**src/rtl/serial_sub_if.sv**
```systemverilog
// serial_sub_if: operand/result bundle for the bit-serial subtractor.
//
// Handshake: start is a request that the slave samples only while it is
// not busy (IDLE or DONE). a, b and bin are captured on that edge and may
// change freely afterwards. busy is high while the subtraction runs. done
// is a one-cycle pulse marking diff/bout/ovf valid. busy and done are never
// high together. Results hold until the next completion.
//
// Signals:
//   start     master -> slave  operation request
//   a, b      master -> slave  minuend, subtrahend (WIDTH bits)
//   bin       master -> slave  borrow-in
//   busy      slave -> master  computing
//   done      slave -> master  result-valid pulse
//   diff      slave -> master  a - b - bin mod 2^WIDTH
//   bout      slave -> master  unsigned borrow-out
//   ovf       slave -> master  signed overflow
//   dbg_state slave -> master  FSM state for observation (0 IDLE, 1 RUN, 2 DONE)
interface serial_sub_if #(
    parameter int WIDTH = 8
);
    logic             start;
    logic [WIDTH-1:0] a;
    logic [WIDTH-1:0] b;
    logic             bin;
    logic             busy;
    logic             done;
    logic [WIDTH-1:0] diff;
    logic             bout;
    logic             ovf;
    logic [1:0]       dbg_state;

    modport master (
        output start, a, b, bin,
        input  busy, done, diff, bout, ovf, dbg_state
    );

    modport slave (
        input  start, a, b, bin,
        output busy, done, diff, bout, ovf, dbg_state
    );
endinterface

```
**src/rtl/serial_sub.sv**
```systemverilog
// serial_sub: bit-serial ripple-borrow subtractor, diff = a - b - bin.
// One full-subtractor step per clock, LSB first, using a single borrow flop.
// An accepted start at edge N gives busy over N..N+WIDTH and a done pulse
// from edge N+WIDTH; a start during the done cycle chains straight into
// the next run.
//
// Ports:
//   clk  rising-edge clock
//   rst  asynchronous active-high reset
//   bus  serial_sub_if slave modport (start/a/b/bin in; busy/done/diff/
//        bout/ovf/dbg_state out)
module serial_sub #(
    parameter int WIDTH = 8
) (
    input  logic         clk,
    input  logic         rst,
    serial_sub_if.slave  bus
);
    localparam int CW = (WIDTH > 2) ? $clog2(WIDTH) : 1;
    localparam logic [CW-1:0] LAST = CW'(WIDTH - 1);

    typedef enum logic [1:0] {
        IDLE = 2'd0,
        RUN  = 2'd1,
        DONE = 2'd2
    } state_t;

    state_t           state;
    logic [WIDTH-1:0] sh_a;
    logic [WIDTH-1:0] sh_b;
    logic [WIDTH-1:0] sh_res;
    logic             br;
    logic [CW-1:0]    cnt;
    logic             a_msb;
    logic             b_msb;
    logic             busy_r;
    logic             done_r;
    logic [WIDTH-1:0] diff_r;
    logic             bout_r;
    logic             ovf_r;

    // One full-subtractor step on the current operand LSBs.
    logic             x;
    logic             y;
    logic             d;
    logic             br_next;
    logic [WIDTH-1:0] res_next;

    always_comb begin
        x        = sh_a[0];
        y        = sh_b[0];
        d        = x ^ y ^ br;
        br_next  = (~x & y) | (~(x ^ y) & br);
        // New difference bits enter at the MSB so that after WIDTH steps
        // the first (LSB) bit has arrived at position 0.
        res_next = {d, sh_res[WIDTH-1:1]};
    end

    always_ff @(posedge clk or posedge rst) begin
        if (rst) begin
            state  <= IDLE;
            sh_a   <= '0;
            sh_b   <= '0;
            sh_res <= '0;
            br     <= 1'b0;
            cnt    <= '0;
            a_msb  <= 1'b0;
            b_msb  <= 1'b0;
            busy_r <= 1'b0;
            done_r <= 1'b0;
            diff_r <= '0;
            bout_r <= 1'b0;
            ovf_r  <= 1'b0;
        end else begin
            done_r <= 1'b0;
            case (state)
                IDLE, DONE: begin
                    if (bus.start) begin
                        sh_a   <= bus.a;
                        sh_b   <= bus.b;
                        sh_res <= '0;
                        br     <= bus.bin;
                        cnt    <= '0;
                        // Operand sign bits are kept for the overflow test;
                        // the shift registers lose them during the run.
                        a_msb  <= bus.a[WIDTH-1];
                        b_msb  <= bus.b[WIDTH-1];
                        busy_r <= 1'b1;
                        state  <= RUN;
                    end else begin
                        busy_r <= 1'b0;
                        state  <= IDLE;
                    end
                end
                RUN: begin
                    sh_a   <= sh_a >> 1;
                    sh_b   <= sh_b >> 1;
                    sh_res <= res_next;
                    br     <= br_next;
                    cnt    <= cnt + 1'b1;
                    if (cnt == LAST) begin
                        diff_r <= res_next;
                        bout_r <= br_next;
                        ovf_r  <= (a_msb != b_msb) && (res_next[WIDTH-1] != a_msb);
                        busy_r <= 1'b0;
                        done_r <= 1'b1;
                        state  <= DONE;
                    end
                end
                default: begin
                    busy_r <= 1'b0;
                    state  <= IDLE;
                end
            endcase
        end
    end

    assign bus.busy      = busy_r;
    assign bus.done      = done_r;
    assign bus.diff      = diff_r;
    assign bus.bout      = bout_r;
    assign bus.ovf       = ovf_r;
    assign bus.dbg_state = state;
endmodule

```
**src/flat_wrapper.sv**
```systemverilog
// flat-port wrapper written by rule: the top's interface ports become plain ports
module serial_sub_flat 
#(
    parameter int WIDTH = 8
)
  (clk, rst, bus_start, bus_a, bus_b, bus_bin, bus_busy, bus_done, bus_diff, bus_bout, bus_ovf, bus_dbg_state);
  serial_sub_if #(.WIDTH(WIDTH)) bus_i ();
  input  logic clk;
  input  logic rst;
  input wire logic [$bits(bus_i.start)-1:0] bus_start;
  input wire logic [$bits(bus_i.a)-1:0] bus_a;
  input wire logic [$bits(bus_i.b)-1:0] bus_b;
  input wire logic [$bits(bus_i.bin)-1:0] bus_bin;
  output wire logic [$bits(bus_i.busy)-1:0] bus_busy;
  output wire logic [$bits(bus_i.done)-1:0] bus_done;
  output wire logic [$bits(bus_i.diff)-1:0] bus_diff;
  output wire logic [$bits(bus_i.bout)-1:0] bus_bout;
  output wire logic [$bits(bus_i.ovf)-1:0] bus_ovf;
  output wire logic [$bits(bus_i.dbg_state)-1:0] bus_dbg_state;
  assign bus_i.start = bus_start;
  assign bus_i.a = bus_a;
  assign bus_i.b = bus_b;
  assign bus_i.bin = bus_bin;
  assign bus_busy = bus_i.busy;
  assign bus_done = bus_i.done;
  assign bus_diff = bus_i.diff;
  assign bus_bout = bus_i.bout;
  assign bus_ovf = bus_i.ovf;
  assign bus_dbg_state = bus_i.dbg_state;
  serial_sub #(.WIDTH(WIDTH)) u_core (.clk(clk), .rst(rst), .bus(bus_i));
endmodule
```
**config.mk**
```make
export PLATFORM = sky130hd
export DESIGN_NAME = serial_sub_flat
export DESIGN_NICKNAME = d
export VERILOG_FILES = /design/src/rtl/serial_sub_if.sv /design/src/rtl/serial_sub.sv /design/src/flat_wrapper.sv
export SDC_FILE = /design/constraint.sdc
export NUM_CORES = 1
export LEC_CHECK = 0
export ABC_AREA = 1
export CORE_MARGIN = 4
export CORE_UTILIZATION = 52
export DETAILED_ROUTE_END_ITERATION = 7
export PLACE_DENSITY = 0.78
export SYNTH_ARGS = -nofsm -noshare
export SYNTH_HDL_FRONTEND = slang
export SYNTH_SLANG_ARGS = --single-unit
export TNS_END_PERCENT = 1
```
**constraint.sdc**
```tcl
create_clock -name clk -period 1.5 [get_ports clk]
set_input_delay 0.375 -clock clk [delete_from_list [all_inputs] [get_ports clk]]
set_output_delay 0.375 -clock clk [all_outputs]
set_load 0.03 [all_outputs]
```
======== After elaboration in Yosys (flattened, before gate mapping) ========
Index checks and enable logic that the tools add are counted.
word-level totals
  register bits after elaboration ......... 44
  input bits .............................. 20
  output and inout port bits .............. 14
  word-level logic and storage cells ...... 53
operators by class
  add/sub/neg operators ................... 1
  eq/ne operators ......................... 7
  muxes and demuxes ....................... 18
  bitwise gates (word level) .............. 7
  reduce and logical (&&, ||, !) cells .... 7
operators with widths
  operator                                                                  count
  8-bit one-hot mux with 2 select lines                                     3
  8-bit two-way mux                                                         3
  1-bit two-way mux                                                         6
  3-bit one-hot mux with 2 select lines                                     1
  2-bit AND reduction                                                       3
  1-bit one-hot mux with 2 select lines                                     2
  2-bit one-hot mux with 2 select lines                                     1
  3-bit by 1-bit adder with 3-bit output (second input constant)            1
  3-bit == test (second input constant)                                     1
  3-bit two-way mux                                                         1
  1-bit bitwise AND                                                         2
  2-bit by 1-bit == test with 1-bit output (second input constant)          1
  2-bit == test (second input constant)                                     1
  2-bit zero test                                                           1
  2-bit two-way mux                                                         1
  1-bit inequality test                                                     2
  2-bit by 1-bit inequality test with 1-bit output (second input constant)  1
  2-bit inequality test (second input constant)                             1
  1-bit NOT                                                                 2
  2-bit nonzero test                                                        1
  2-bit OR reduction                                                        1
  1-bit XOR                                                                 2
  1-bit logical AND                                                         1
  1-bit OR                                                                  1

======== Logic depth before layout (Yosys ltp) ========
Gate-level depths: netlist of run 1.
  depth in word-level cells ............... 5
  mapped depth ............................ 8
  gate-level depth less buffers ........... 7

======== Least setup slack after synthesis of run 1 ========
No wires, ideal clock.
  kind .................................... register to register
  start point ............................. reg u_core.state[0], in the netlist u_core.bus.dbg_state[0]
  end point ............................... reg u_core.diff_r[7], in the netlist u_core.bus.diff[7]
  library setup time ...................... 117 ps
  arrival time ............................ 1220 ps
  data required time ...................... 1383 ps
  slack ................................... 163 ps
  cell stages (with the launch flop) ...... 8
  path buffers ............................ 2
  clock period less this slack ............ 1337 ps
  path through ............................ dfrtp_1 > buf_4 > inv_4 > nor2_4 > nand2_4 > buf_6 > nand2_1 > nand2_1
between the ends
  cells in the longest elaborated chain, start to end .. 2
ends and longest elaborated chain
  what                                      RTL line           source
  start, declared                           serial_sub.sv:28   state_t state;
  start signal, assigned                    serial_sub.sv:61   state <= IDLE;
  start signal, assigned                    serial_sub.sv:89   state <= RUN;
  start signal, assigned                    serial_sub.sv:92   state <= IDLE;
  2-bit by 1-bit == test with 1-bit output  serial_sub.sv:76   case (state)
  2-bit AND reduction (no line)             -
  end signal, assigned                      serial_sub.sv:102  diff_r <= res_next;
  end, declared                             serial_sub.sv:38   logic [WIDTH-1:0] diff_r;
Every way passes these cells.
A chain may end at the register's enable or synchronous reset.

======== Worst setup path in the final report of run 1 ========
  start point ............................. reg u_core.diff_r[7], in the netlist u_core.bus.diff[7]
  end point ............................... out bus_diff[7]
RTL lines
  what           RTL line            source
  end, declared  flat_wrapper.sv:16  output wire logic [$bits(bus_i.diff)-1:0] bus_diff;
No word-level cell between the ends.

==> results of run 1 <==
==> cells in the final DEF (no fill, tap or decap), types with 2 or more instances in the layout <==
cell,instances
ha_1,2
inv_1,42
nor2_1,4
nand3_1,31
clkbuf_8,5
inv_2,2
clkdlybuf4s50_1,19
dfrtp_1,42
nand2_4,4
o21ai_1,5
dlygate4sd2_1,12
buf_4,11
inv_4,2
o21ai_0,6
nand2_1,80
buf_12,2
o21ai_2,8
==> cell type report <==
type	instances	area share
Timing Repair Buffer	44	0.166
Multi-Input combinational cell	143	0.279
Sequential cell	43	0.427
Clock inverter	2	0.00496
Inverter	46	0.0704
Tap cell	48	0.0238
Clock buffer	6	0.0288
==> where the power goes <==
group          internal, W  total, W  switching [W]  leakage [nW]
Sequential         0.00171   0.00203       0.000323         0.535
Combinational      0.00109   0.00281        0.00171         0.812
Clock             0.000325  0.000713       0.000388        0.0412
==> sequential cells by signal, summed over array words and instances (netlist names) <==
signal / cells
u_core.cnt: 3
u_core.bus.ovf: 1
u_core.sh_a: 8
u_core.br: 1
u_core.bus.bout: 1
u_core.b_msb: 1
u_core.bus.dbg_state: 2
u_core.sh_res: 7
u_core.bus.diff: 8
u_core.sh_b: 8
u_core.bus.done: 1
u_core.a_msb: 1
u_core.bus.busy: 1
==> per-stage QoR <==
stage | worst slack [ns] | instances | total power [W] | cell area [um2] | hold slack (ns)
global route | 0.00532 | 332 | 0.00605 | 2520 | 0.451
detailed placement | 0.0515 | 323 | 0.00494 | 2440 | 0.465
finish | 0.0684 | 332 | 0.00555 | 2520 | 0.432
global placement | 0.0628 | 323 | 0.00483 | 2440 | 0.457
floorplan | 0.122 | 241 | 0.00406 | 2030 | 0.446
CTS | 0.0445 | 331 | 0.00558 | 2510 | 0.439
==> worst max path at each step <==
stage / to / slack [ns] / cells after the start
2_1_floorplan: u_core.a_msb$_DFFE_PP0P_ / 0.12 / 1
3_3_place_gp: u_core.sh_b[0]$_DFFE_PP0P_ / 0.06 / 6
3_5_place_dp: u_core.sh_b[0]$_DFFE_PP0P_ / 0.05 / 6
4_1_cts: u_core.bus.ovf$_DFFE_PP0P_ / 0.04 / 7
5_1_grt: u_core.bus.ovf$_DFFE_PP0P_ / 0.005 / 7
6_report: bus_diff[7] / 0.07 / 1
==> cell families after synthesis <==
kind of cell / after synthesis
fa+ha+maj: 3
buf+inv: 55
compound gates: 20
simple gates: 120
flops: 43
==> per-layer routing <==
layer  global-route usage  up-vias
li1                     -      811
met1                0.194      735
met2                0.291       35
met3               0.0518        9
met4               0.0638        0
met5                    0        -
==> what timing repair did <==
| action | 4_1_cts | 5_1_grt |
|---|---|---|
| buffers inserted | 0 | 1 |
| pin swaps | 0 | 1 |
| gates resized for setup | 13 | 2 |
| setup endpoints to repair | 13 | 1 |
| gates cloned | 0 | 0 |
==> run summary, run 1 <==
Worst Tran Pin Value - 0.309 ns
Worst reg2reg startpoint - u_core.sh_b[0]$_DFFE_PP0P_
Worst rel slew slack - 0.795
Crit-path cells - dlygate4sd2_1
Routed Antenna Nets - 0
Main synth FF type - dfrtp_1
RSZ-0062 raised after global routing - false
Detail Placement HPWL - 2690 um
Post-Syn Area per Cell - 8.41 um2
WP data arrival - 1.06 ns
LEAKAGE - 1.39 nW
Top layer in use - met4
Worst Reg-to-Reg Cells - 7
Core Region - 3720 um2
Final Slew Violations - 0
Total die area - 4960 um2
Final Hold Viols - 0
H-tree levels - 2
Post-synthesis register bit count - 43
Synth top area share - 0.531
RePlAce Congestion - 0.813
Die width - 70.4 um
Hold Crit Class - primary input to async pin
Global route overflow - 0
Root buf cell - clkbuf_8
Simple-Gate Fraction of Synth Area - 0.260
Boundary pin count - 34
Synth-to-Final Area Change - 24.4%
Critical-path top delay cell - dlygate4sd2_1
GRT Total Usage - 0.169
Number of library cell types mapped by synthesis - 18
Core Util, Final - 0.679
Via count - 1,590
Crit path largest cell delay - 0.40 ns
Main combinational cell family by area after synthesis - simple AND/OR/NAND/NOR gates
Endpoint class of the critical path - output pin
Port Buffers - 33
Reg clk slew, reported paths - 0.07 ns
Post-Synth XOR/XNOR Area - 0
Largest net degree at the start of global routing - 44
Clock Latency Late Sink - 0.30 ns
Chip height - 70.4 um
Initial Util - 0.545
Top-count cell post-synth - nand2_1
Final net count - 306
First-pass GRT wire length - 6650 um
Worst Path Required - 1.12 ns
CP bufs+invs - 1
Hold Buf Count CTS - 0
# diodes - 0
Dominant cell type by area after synthesis - dfrtp_1
Max IR drop VDD - 977 uV
FFs w/ async S/R, synth - 1.00
Kind of critical path - register to output pin
Worst r2r dst - u_core.bus.ovf$_DFFE_PP0P_
CP Launch Type - register
Multi-input logic area - 704 um2
Rows - 22
Cell area after synthesis - 2030 um2
CTS tree - yes
Post-synth EDFFs - 0
Layout cells sized above 1 - 0.137
DR pass1 iterations - 4
Layout fillers - 327
Skew final - 0.00523 ns
Area contributors post-synth - dfrtp_1 53%, nand2_1 15%, inv_1 8.0%
Yosys warns - 0
Vias in the first global route - 1,525
Number of vias per cell - 4.79
WL met2 - 1910 um
Period Utilization, post-route - 0.954
Fmax - 0.699 GHz
R2r setup slk - 0.08 ns
Initial antenna violation count - 0
Drt total wl - 3840 um
Post-Route Setup TNS - 0 ns
DRT iter0 DRCs - 85
Compound-Gate Fraction of Synth Area - 0.0642
FF+latch area - 1080 um2
Mapped Cells - 241
Final min period - 1.43 ns
Adder-cell share of the synthesized area - 0.0222
Commonest cells post-synth - 80 x nand2_1, 43 x dfrtp_1, 43 x inv_1, 31 x nand3_1, 8 x o21ai_2
P per Cell Area - 2200 nW/um2
Seq/Total Area, Yosys - 0.531
Worst Path Max Fanout - 2
# Max-Cap Violations - 0
Post-Route M1 WL - 1660 um
Post-synthesis mux area share - 0
Mapped Nets - 264
Num CTS Buffers - 5
Met3 wire len - 203 um
Top delay family on crit path - buffers and inverters
DRC viols - 0
Final number of setup-violating endpoints - 0
CTS Sinks - 43
Worst setup path startpoint - u_core.bus.diff[7]$_DFFE_PP0P_
Status - finished, final reports clean
WL per Instance - 11.6 um
CTS Buffer Depth - 2
Note: power is estimated with default switching activity, not from simulation.
==> inputs of run 2 (changes only) <==
CORE_UTILIZATION = 47   (was 52)
CTS_CLUSTER_DIAMETER = 120   (was not set)
CTS_CLUSTER_SIZE = 24   (was not set)
PLACE_DENSITY = 0.75   (was 0.78)
clock period = 1.3 ns   (was 1.5 ns; I/O delays follow)
==> run 2 against run 1 <==
The flow now finishes with violations (negative setup slack). Clock skew grew 0.0033 ns. Critical path depth grew 6. Non-clock buffer count rose by 3. Core utilization shrank 3.7 points. Sequential power up 14%. Largest cell class unchanged.
==> run summary, run 2 (synthesized netlist as in run 1, its figures left out) <==
RSZ-0062 raised after global routing - true
Detail Placement HPWL - 2780 um
Final worst slack - -0.0728 ns
CTS tree - yes
Total die area - 5430 um2
Port Buffers - 33
Die width - 73.7 um
Final number of setup-violating endpoints - 3
Endpoint class of the critical path - register
Rows - 23
Number of vias per cell - 4.71
Failing checks - negative setup slack
P per Cell Area - 2670 nW/um2
Global route overflow - 0
Worst Tran Pin Value - 0.245 ns
Hold WS - 0.378 ns
DP Area - 2460 um2
WP data arrival - 1.56 ns
Final min period - 1.37 ns
Synth-to-Final Area Change - 29.4%
H-tree levels - 2
First-pass GRT wire length - 6780 um
Max IR drop VDD - 1180 uV
WL per Instance - 11.7 um
Skew final - 0.00851 ns
CTS Sinks - 43
Final net count - 309
Worst rel slew slack - 0.836
Via count - 1,588
Worst Path Max Fanout - 4
Chip height - 73.7 um
Final Slew Violations - 0
Fmax - 0.728 GHz
Clock Latency Late Sink - 0.30 ns
Root buf cell - clkbuf_8
Commonest non-fill, non-tap cell in the layout - nand2_1
# diodes - 0
DR pass1 iterations - 6
Final Hold Viols - 0
Worst Path Required - 1.49 ns
Worst setup path startpoint - u_core.br$_DFFE_PP0P_
Layout fillers - 364
CTS Buffer Depth - 2
Num CTS Buffers - 5
LEAKAGE - 1.41 nW
Most frequent cells in the layout - 80 x nand2_1, 42 x dfrtp_1, 41 x inv_1, 31 x nand3_1, 23 x buf_4
Finished Layout Cells - 337
Boundary pin count - 34
Initial antenna violation count - 0
GRT Total Usage - 0.162
Vias in the first global route - 1,480
Drt total wl - 3940 um
# Max-Cap Violations - 0
Hold Crit Class - primary input to async pin
Post-Route Setup TNS - -0.134 ns
Core Region - 4090 um2
DRT iter0 DRCs - 122
Worst reg2reg startpoint - u_core.br$_DFFE_PP0P_
Kind of critical path - register to register
Reg clk slew, reported paths - 0.08 ns
Routed Antenna Nets - 0
Inst Count DP - 328
RePlAce Congestion - 0.766
DRC viols - 0
Period Utilization, post-route - 1.06
Final Cell Area - 2620 um2
Initial Util - 0.496
Hold Buf Count CTS - 0
Layout cells sized above 1 - 0.199
CP Launch Type - register
Status - complete, but fails checks
Largest net degree at the start of global routing - 44
==> run 2: cell types whose count changed in the layout (fill, tap and decap cells not counted), moves of 2 or more <==
cell	previous run	this run
buf_12	2	4
nand2_8	0	3
buf_4	11	23
dlygate4sd2_1	12	0
nand2_4	4	1
==> run 2: worst paths after layout <==
kind	depth (start not counted)	to	slack [ns]
worst max-delay path	7	u_core.bus.ovf$_DFFE_PP0P_	-0.07
worst min-delay path	3	u_core.sh_b[4]$_DFFE_PP0P_	0.38
worst max register to register	7	u_core.bus.ovf$_DFFE_PP0P_	-0.07
worst min register to register	2	u_core.sh_a[4]$_DFFE_PP0P_	0.49
max in group asynchronous	3	u_core.bus.dbg_state[0]$_DFFE_PP0P_	0.70
min in group clk	2	u_core.sh_a[4]$_DFFE_PP0P_	0.49
==> run 2: stage by stage <==
step,total power (W),utilization,worst slack (ns)
3_5_place_dp,0.00584,0.602,-0.104
5_1_grt,0.00760,0.642,-0.153
2_1_floorplan,0.00468,-,-0.0371
4_1_cts,0.00697,0.634,-0.102
3_3_place_gp,0.00572,0.602,-0.0894
6_report,0.00700,0.642,-0.0728
==> run 2: critical path, stage by stage (launching register included) <==
cell and delay [ns]:
dfrtp_1 0.37, inv_2 0.05, fa_2 0.60, nor2_1 0.05, nand2_1 0.06, nand2_1 0.05
nand2_1 0.05, nand2_1 0.05
==> run 2: area by class of cell <==
type	instances	area, um2	share of cell area
timing repair buffer	47	458	0.175
inverter	46	180	0.0687
sequential	43	1080	0.411
tap	50	62.6	0.0238
clock inverter	3	43.8	0.0167
multi-input combinational	143	733	0.279
clock buffer	5	68.8	0.0262
==> run 2: routing by layer <==
| metal | track usage | up-vias | part of all wire |
|---|---|---|---|
| met4 | 0.0423 | 0 | 0.0058 |
| met5 | 0 | - | 0 |
| met2 | 0.271 | 36 | 0.49 |
| met3 | 0.0383 | 2 | 0.049 |
| met1 | 0.212 | 733 | 0.46 |
| li1 | - | 817 | - |
==> run 2: timing repair <==
item	in CTS	in global routing
pin swaps	1	1
resized for setup	5	6
setup buffers	1	0
endpoints found under the setup margin	11	15
==> run 2: report_power, final <==
group / switching, W / leakage, nW / internal, W
logic: 0.00210 / 0.815 / 0.00155
registers: 0.000339 / 0.535 / 0.00197
clock network: 0.000472 / 0.0581 / 0.000572
